[src/rtl/uart_rx_responder_pkg.sv]
// Shared types and constants for the memory-mapped UART receiver.
// Register offsets, status bit positions and oversampling constants live here.
package uart_rx_responder_pkg;

    typedef enum logic [1:0] {
        IDLE  = 2'd0,
        START = 2'd1,
        DATA  = 2'd2,
        STOP  = 2'd3
    } rx_state_t;

    localparam logic RXDATA_ADDR = 1'b0;
    localparam logic STATUS_ADDR = 1'b1;

    localparam int ST_NOT_EMPTY = 0;
    localparam int ST_FULL      = 1;
    localparam int ST_FRAME_ERR = 2;
    localparam int ST_OVERRUN   = 3;

    localparam int OVERSAMPLE = 16;
    localparam int MID_SAMPLE = 8;

    // Clocks per oversampling tick, floored, never below one.
    function automatic int calc_div(input int clk_freq, input int baud_rate);
        int d;
        d = clk_freq / (baud_rate * OVERSAMPLE);
        return (d < 1) ? 1 : d;
    endfunction

endpackage

[src/rtl/uart_rx_responder_fifo.sv]
// Receive FIFO: power-of-two depth, pointers wrap naturally.
// A push while full is accepted only when a pop frees a slot in the same cycle.
module rx_fifo #(
    parameter int WIDTH = 8,
    parameter int DEPTH = 8
) (
    input  logic             clk,
    input  logic             rst,
    input  logic             push,
    input  logic             pop,
    input  logic [WIDTH-1:0] din,
    output logic [WIDTH-1:0] dout,
    output logic             full,
    output logic             empty
);

    localparam int AW = $clog2(DEPTH);
    localparam logic [AW:0] FULL_COUNT = (AW+1)'(DEPTH);

    logic [WIDTH-1:0] mem [DEPTH];
    logic [AW-1:0]    wr_ptr;
    logic [AW-1:0]    rd_ptr;
    logic [AW:0]      count;
    logic             do_push;
    logic             do_pop;

    assign full    = (count == FULL_COUNT);
    assign empty   = (count == '0);
    assign do_pop  = pop && !empty;
    assign do_push = push && (!full || do_pop);
    assign dout    = mem[rd_ptr];

    always_ff @(posedge clk or posedge rst) begin
        if (rst) begin
            wr_ptr <= '0;
            rd_ptr <= '0;
            count  <= '0;
        end else begin
            if (do_push) wr_ptr <= wr_ptr + 1'b1;
            if (do_pop)  rd_ptr <= rd_ptr + 1'b1;
            if (do_push && !do_pop)      count <= count + 1'b1;
            else if (do_pop && !do_push) count <= count - 1'b1;
        end
    end

    // Storage carries no reset; occupancy is tracked solely by count.
    always_ff @(posedge clk) begin
        if (do_push) mem[wr_ptr] <= din;
    end

endmodule

[src/rtl/uart_rx_responder.sv]
// 8N1 UART receiver with a receive FIFO and a two-register load interface.
// RXDATA loads pop the FIFO; STATUS loads clear the sticky error flags.
module uart_rx_responder
    import uart_rx_responder_pkg::*;
#(
    parameter int DATA_WIDTH = 32,
    parameter int CLK_FREQ   = 50000000,
    parameter int BAUD_RATE  = 115200,
    parameter int FIFO_DEPTH = 8
) (
    input  logic                  clk,
    input  logic                  rst,
    input  logic                  SerialIn,
    input  logic                  rdEn,
    input  logic                  addr,
    output logic [DATA_WIDTH-1:0] ReadReg,
    output logic                  rx_ready
);

    localparam int DIV   = calc_div(CLK_FREQ, BAUD_RATE);
    localparam int DIV_W = $clog2(DIV + 1);
    localparam logic [DIV_W-1:0] DIV_LAST  = DIV_W'(DIV - 1);
    localparam logic [3:0]       LAST_TICK = 4'(OVERSAMPLE - 1);
    localparam logic [3:0]       MID_TICK  = 4'(MID_SAMPLE - 1);

    rx_state_t        state, state_n;
    logic [1:0]       sync_q;
    logic             rx_s;
    logic [DIV_W-1:0] div_cnt;
    logic             tick;
    logic [3:0]       tick_cnt, tick_cnt_n;
    logic [2:0]       bit_idx, bit_idx_n;
    logic [7:0]       shift, shift_n;
    logic             stop_hold, stop_hold_n;
    logic             push;
    logic             frame_err_set;
    logic             frame_err, overrun;
    logic             fifo_full, fifo_empty;
    logic [7:0]       head;
    logic             pop;
    logic             status_clr;

    // Load strobe: rdEn is high for exactly one cycle per load; ReadReg is
    // valid combinationally in that cycle and the side effect (pop or flag
    // clear) takes place at the closing clock edge. There is no back-pressure.
    assign pop        = rdEn && (addr == RXDATA_ADDR);
    assign status_clr = rdEn && (addr == STATUS_ADDR);
    assign rx_s       = sync_q[1];
    assign tick       = (state != IDLE) && (div_cnt == DIV_LAST);
    assign rx_ready   = !fifo_empty;

    always_ff @(posedge clk or posedge rst) begin
        if (rst) begin
            sync_q    <= 2'b11;
            state     <= IDLE;
            div_cnt   <= '0;
            tick_cnt  <= '0;
            bit_idx   <= '0;
            shift     <= '0;
            stop_hold <= 1'b0;
            frame_err <= 1'b0;
            overrun   <= 1'b0;
        end else begin
            sync_q    <= {sync_q[0], SerialIn};
            state     <= state_n;
            tick_cnt  <= tick_cnt_n;
            bit_idx   <= bit_idx_n;
            shift     <= shift_n;
            stop_hold <= stop_hold_n;
            if (state == IDLE || div_cnt == DIV_LAST) div_cnt <= '0;
            else                                      div_cnt <= div_cnt + 1'b1;
            // Setting a flag wins over a simultaneous STATUS clear.
            if (frame_err_set)   frame_err <= 1'b1;
            else if (status_clr) frame_err <= 1'b0;
            if (push && fifo_full && !pop) overrun <= 1'b1;
            else if (status_clr)           overrun <= 1'b0;
        end
    end

    always_comb begin
        state_n       = state;
        tick_cnt_n    = tick_cnt;
        bit_idx_n     = bit_idx;
        shift_n       = shift;
        stop_hold_n   = stop_hold;
        push          = 1'b0;
        frame_err_set = 1'b0;
        unique case (state)
            IDLE: begin
                if (!rx_s) begin
                    state_n     = START;
                    tick_cnt_n  = '0;
                    stop_hold_n = 1'b0;
                end
            end
            START: begin
                if (tick) begin
                    if (tick_cnt == MID_TICK) begin
                        tick_cnt_n = '0;
                        bit_idx_n  = '0;
                        state_n    = rx_s ? IDLE : DATA;
                    end else begin
                        tick_cnt_n = tick_cnt + 1'b1;
                    end
                end
            end
            DATA: begin
                if (tick) begin
                    if (tick_cnt == LAST_TICK) begin
                        tick_cnt_n = '0;
                        shift_n    = {rx_s, shift[7:1]};
                        if (bit_idx == 3'd7) state_n = STOP;
                        else                 bit_idx_n = bit_idx + 1'b1;
                    end else begin
                        tick_cnt_n = tick_cnt + 1'b1;
                    end
                end
            end
            STOP: begin
                if (stop_hold) begin
                    // Broken frame: wait for the line to return high.
                    if (rx_s) begin
                        state_n     = IDLE;
                        stop_hold_n = 1'b0;
                    end
                end else if (tick) begin
                    if (tick_cnt == LAST_TICK) begin
                        tick_cnt_n = '0;
                        if (rx_s) begin
                            push    = 1'b1;
                            state_n = IDLE;
                        end else begin
                            frame_err_set = 1'b1;
                            stop_hold_n   = 1'b1;
                        end
                    end else begin
                        tick_cnt_n = tick_cnt + 1'b1;
                    end
                end
            end
            default: state_n = IDLE;
        endcase
    end

    rx_fifo #(
        .WIDTH(8),
        .DEPTH(FIFO_DEPTH)
    ) u_fifo (
        .clk  (clk),
        .rst  (rst),
        .push (push),
        .pop  (pop),
        .din  (shift),
        .dout (head),
        .full (fifo_full),
        .empty(fifo_empty)
    );

    always_comb begin
        ReadReg = '0;
        if (addr == STATUS_ADDR) begin
            ReadReg[ST_NOT_EMPTY] = !fifo_empty;
            ReadReg[ST_FULL]      = fifo_full;
            ReadReg[ST_FRAME_ERR] = frame_err;
            ReadReg[ST_OVERRUN]   = overrun;
        end else if (!fifo_empty) begin
            ReadReg[7:0] = head;
        end
    end

endmodule

[config.mk]
export PLATFORM = sky130hd
export DESIGN_NAME = uart_rx_responder
export DESIGN_NICKNAME = d
export VERILOG_FILES = /design/src/rtl/uart_rx_responder_pkg.sv /design/src/rtl/uart_rx_responder_fifo.sv /design/src/rtl/uart_rx_responder.sv
export SDC_FILE = /design/constraint.sdc
export NUM_CORES = 1
export LEC_CHECK = 0
export CAP_MARGIN = 20
export CORE_ASPECT_RATIO = 0.7
export CORE_MARGIN = 3
export CORE_UTILIZATION = 50
export DETAILED_ROUTE_END_ITERATION = 8
export GPL_ROUTABILITY_DRIVEN = 0
export HOLD_SLACK_MARGIN = 0.03
export PLACE_DENSITY = 0.74
export SLEW_MARGIN = 25
export SYNTH_ARGS = -nofsm -noshare
export SYNTH_HDL_FRONTEND = slang
export SYNTH_SLANG_ARGS = --single-unit
[constraint.sdc]
create_clock -name clk -period 7.2 [get_ports clk]
set_clock_uncertainty 0.1 [all_clocks]
set_input_delay 1.8 -clock clk [delete_from_list [all_inputs] [get_ports clk]]
set_output_delay 1.8 -clock clk [all_outputs]
set_load 0.01 [all_outputs]
==> results.tsv <==
stage	metric	value	unit
setup_path	required	5300	ps
synthesis	netlist_top_cells_area	edfxtp_1 41%, dfrtp_1 19%, mux4_2 7.8%	
floorplan	die-height	86.6	um
synthesis	synth_ff_type	edfxtp_1	
global_routing	use_met3	4.44	%
route	via_per_inst	5.46	
synthesis	yosysSeqAreaShare	61.4	%
clock_network	numCtsBuffers	9	
global_routing	grt_max_degree	38	
floorplan	pin_count	38	
global_routing	antenna_found_initial	0	
global_routing	grt_pass1_vias	2455	
synthesis	syn-cell-area	0.00464	mm^2
setup_path	start_kind	input pin	
placement	port_buffers	13	
route	drt_iter0_markers	257	
sta	fmax	180	MHz
floorplan	fp-row-count	28	
setup_path	slowest_delay	580	ps
clock_network	cts_hold_buf	0	
sta	max_slew_margin	33.8	%
power	p_switching	0.364	mW
setup_path	critPathSlowestCell	clkdlybuf4s50_1	
min_path	hold_path_depth	0	
power	p_comb_share	14.7	%
synthesis	yosysUniqueCellTypes	57	
synthesis	syn_inst	318	
clock_network	clock_sinks	101	
sta	period_minus_slack	5570	ps
floorplan	core-area	0.00872	mm^2
global_routing	grt_pass1_wl	12800	um
setup_path	rr_endpoint	u_fifo.count[3]	
final_layout	layout-drive-gt1-share	18.3	%
synthesis	ys_ff_latch	101	
clock_network	clockBufferDepth	2	
final_layout	nets	350	
clock_network	post_cts_resized	0	
synthesis	synth_top_family_by_area	multiplexers	
final_layout	layout_common_cells	64 x edfxtp_1, 35 x dfrtp_1, 24 x conb_1	
setup_path	crit_path_frequent_cell	clkdlybuf4s50_1	
setup_path	cp-end-kind	output pin	
floorplan	die_width	121	um
setup_path	crit_path_max_fanout	9	
synthesis	synthArstFlopShare	36.6	%
job	maxCapViolCount	0	
setup_path	crit_chain	clkdlybuf4s50_1 -> or2_2 -> o21ai_0 -> clkdlybuf4s50_1	
power	power_leakage	2.08	nW
synthesis	yosys_warnings	0	
power	p_per_area	263	mW/mm^2
power	max-vdd-ir-drop	0.110	mV
clock_network	clk_latency	340	ps
synthesis	synth_edf_count	64	
power	p_int	0.975	mW
setup_path	cp.arrival	3670	ps
sta	fin_hold_ws	258	ps
route	drt-pass1-iter-count	4	
global_routing	use_met1	23.7	%
global_routing	grt.overflow.total	0	
clock_network	cts_tree	yes	
placement	placed_cell_area	0.00480	mm^2
synthesis	synth_top_area_share	41.4	%
clock_network	cts-root-buf	clkbuf_16	
final_layout	final_common_cell	edfxtp_1	
clock_network	cts_max_level	3	
clock_network	path_clk_slew	60	ps
setup_path	critical_path_class	input pin to output pin	
sta	post-route-period-util	77.4	%
sta	setup_viol	0	
min_path	whs_endpoint	sync_q[1]	
route	drc	0	
final_layout	syn_to_final_growth	9.57	%
power	total_power	1.34	mW
route	ant_nets	0	
clock_network	cts_setup_buffers	0	
global_routing	grtUsageTotal	16.5	%
outcome	status	finished, final reports clean	
min_path	hold_class	flip-flop to flip-flop	
power	switching_share	27.2	%
synthesis	synthMuxAreaShare	12.5	%
synthesis	synth_adder_area_share	3.13	%
synthesis	synth-xor-area-share	1.70	%
sta	hold_violations	0	
route	wirelength	7890	um
power	seqPwrFrac	51.4	%
sta	worst_pin_slew	989	ps
floorplan	dieArea	0.0105	mm^2
placement	place_hpwl	5230	um
synthesis	yosys.area_share.simple	9.63	%
setup_path	r2r_cells	13	
synthesis	syn_area_per_cell	14.6	um^2
setup_path	reg2reg_slack	3840	ps
power	p_clk_share	33.9	%
min_path	min_from	sync_q[0]	
global_routing	grt-busiest-layer	met2	
route	wire_per_inst	17.2	um
global_routing	grt_util_met2	24.4	%
sta	rsz0062_at_grt	false	
setup_path	r2r-start	div_cnt[0]	
sta	drv_slew	0	
route	vias	2506	
final_layout	design_area	0.00508	mm^2
floorplan	start_util	53.2	%
synthesis	synth_compound_area_share	5.37	%
final_layout	antennaDiodeCount	0	
synthesis	synth_top_area_cell	edfxtp_1	
sta	fin_setup_tns	0	ps
==> through the flow <==
step / std cells / setup WS, ps / utilization, %
2_1_floorplan: 341 / 2790 / -
3_3_place_gp: 443 / 1610 / 55.0
6_report: 459 / 1630 / 58.3
5_1_grt: 459 / 1530 / 58.3
3_5_place_dp: 443 / 1590 / 55.0
4_1_cts: 459 / 1590 / 58.3
==> layer usage <==
metal / vias to the layer above / share of wire, %
li1: 1178 / -
met1: 1252 / 49
met2: 61 / 44
met3: 15 / 5.0
met4: 0 / 2.0
met5: - / 0
==> cells in the mapped netlist, types with 3 or more instances <==
library cell,count
a21o_1,4
a21oi_1,3
buf_4,27
clkbuf_1,7
dfrtp_1,35
edfxtp_1,64
ha_1,10
inv_1,8
mux2_2,10
mux2i_1,8
mux4_2,16
nand2_1,16
nand2b_1,5
nand3_1,6
nand4_1,3
nor2_1,19
nor2b_1,6
nor3_1,11
nor4_1,3
o21ai_0,6
xnor2_1,7
==> worst max-delay path: cells and delay by family <==
| kind | cells | cell delay (ps) |
|---|---|---|
| compound gates | 1 | 260 |
| buf+inv | 2 | 1150 |
| simple gates | 1 | 470 |
==> worst max path at each step <==
stage | from | end | slack, ps | depth (start not counted)
2_1_floorplan | addr | ReadReg[2] | 2790 | 3
3_3_place_gp | addr | ReadReg[2] | 1610 | 4
3_5_place_dp | addr | ReadReg[2] | 1590 | 4
4_1_cts | addr | ReadReg[2] | 1590 | 4
5_1_grt | addr | ReadReg[2] | 1530 | 4
6_report | addr | ReadReg[2] | 1630 | 4
==> state kept, by name, summed over array words and instances, names as in the netlist, named ones only <==
| register | cells |
|---|---|
| bit_idx | 3 |
| div_cnt | 5 |
| frame_err | 1 |
| overrun | 1 |
| shift | 8 |
| state | 1 |
| stop_hold | 1 |
| sync_q | 2 |
| tick_cnt | 4 |
| u_fifo.count | 4 |
| u_fifo.mem | 64 |
| u_fifo.rd_ptr | 3 |
| u_fifo.wr_ptr | 3 |
==> power by group through the flow <==
stage / logic [mW] / registers, mW / clock network [mW]
finish: 0.197 / 0.688 / 0.454
global route: 0.222 / 0.692 / 0.488
CTS: 0.200 / 0.687 / 0.463
detailed placement: 0.199 / 0.699 / 0
global placement: 0.193 / 0.698 / 0
floorplan: 0.194 / 0.662 / 0
==> logic make-up after synthesis <==
group,after synthesis
flops,101
simple gates,81
buf+inv,45
mux,36
compound gates,34
fa+ha+maj,11
xor+xnor,9
other cells,1
==> cell type report <==
type / instances / area [um^2]
repair buffers: 19 / 175
well taps: 120 / 150
fillers: 681 / 3640
inverters: 8 / 30.0
clock buffers: 9 / 225
clock inverters: 7 / 58.8
flip-flops and latches: 101 / 2850
multi-input cells: 195 / 1590
No activity file was read; power rests on OpenSTA's default activity.
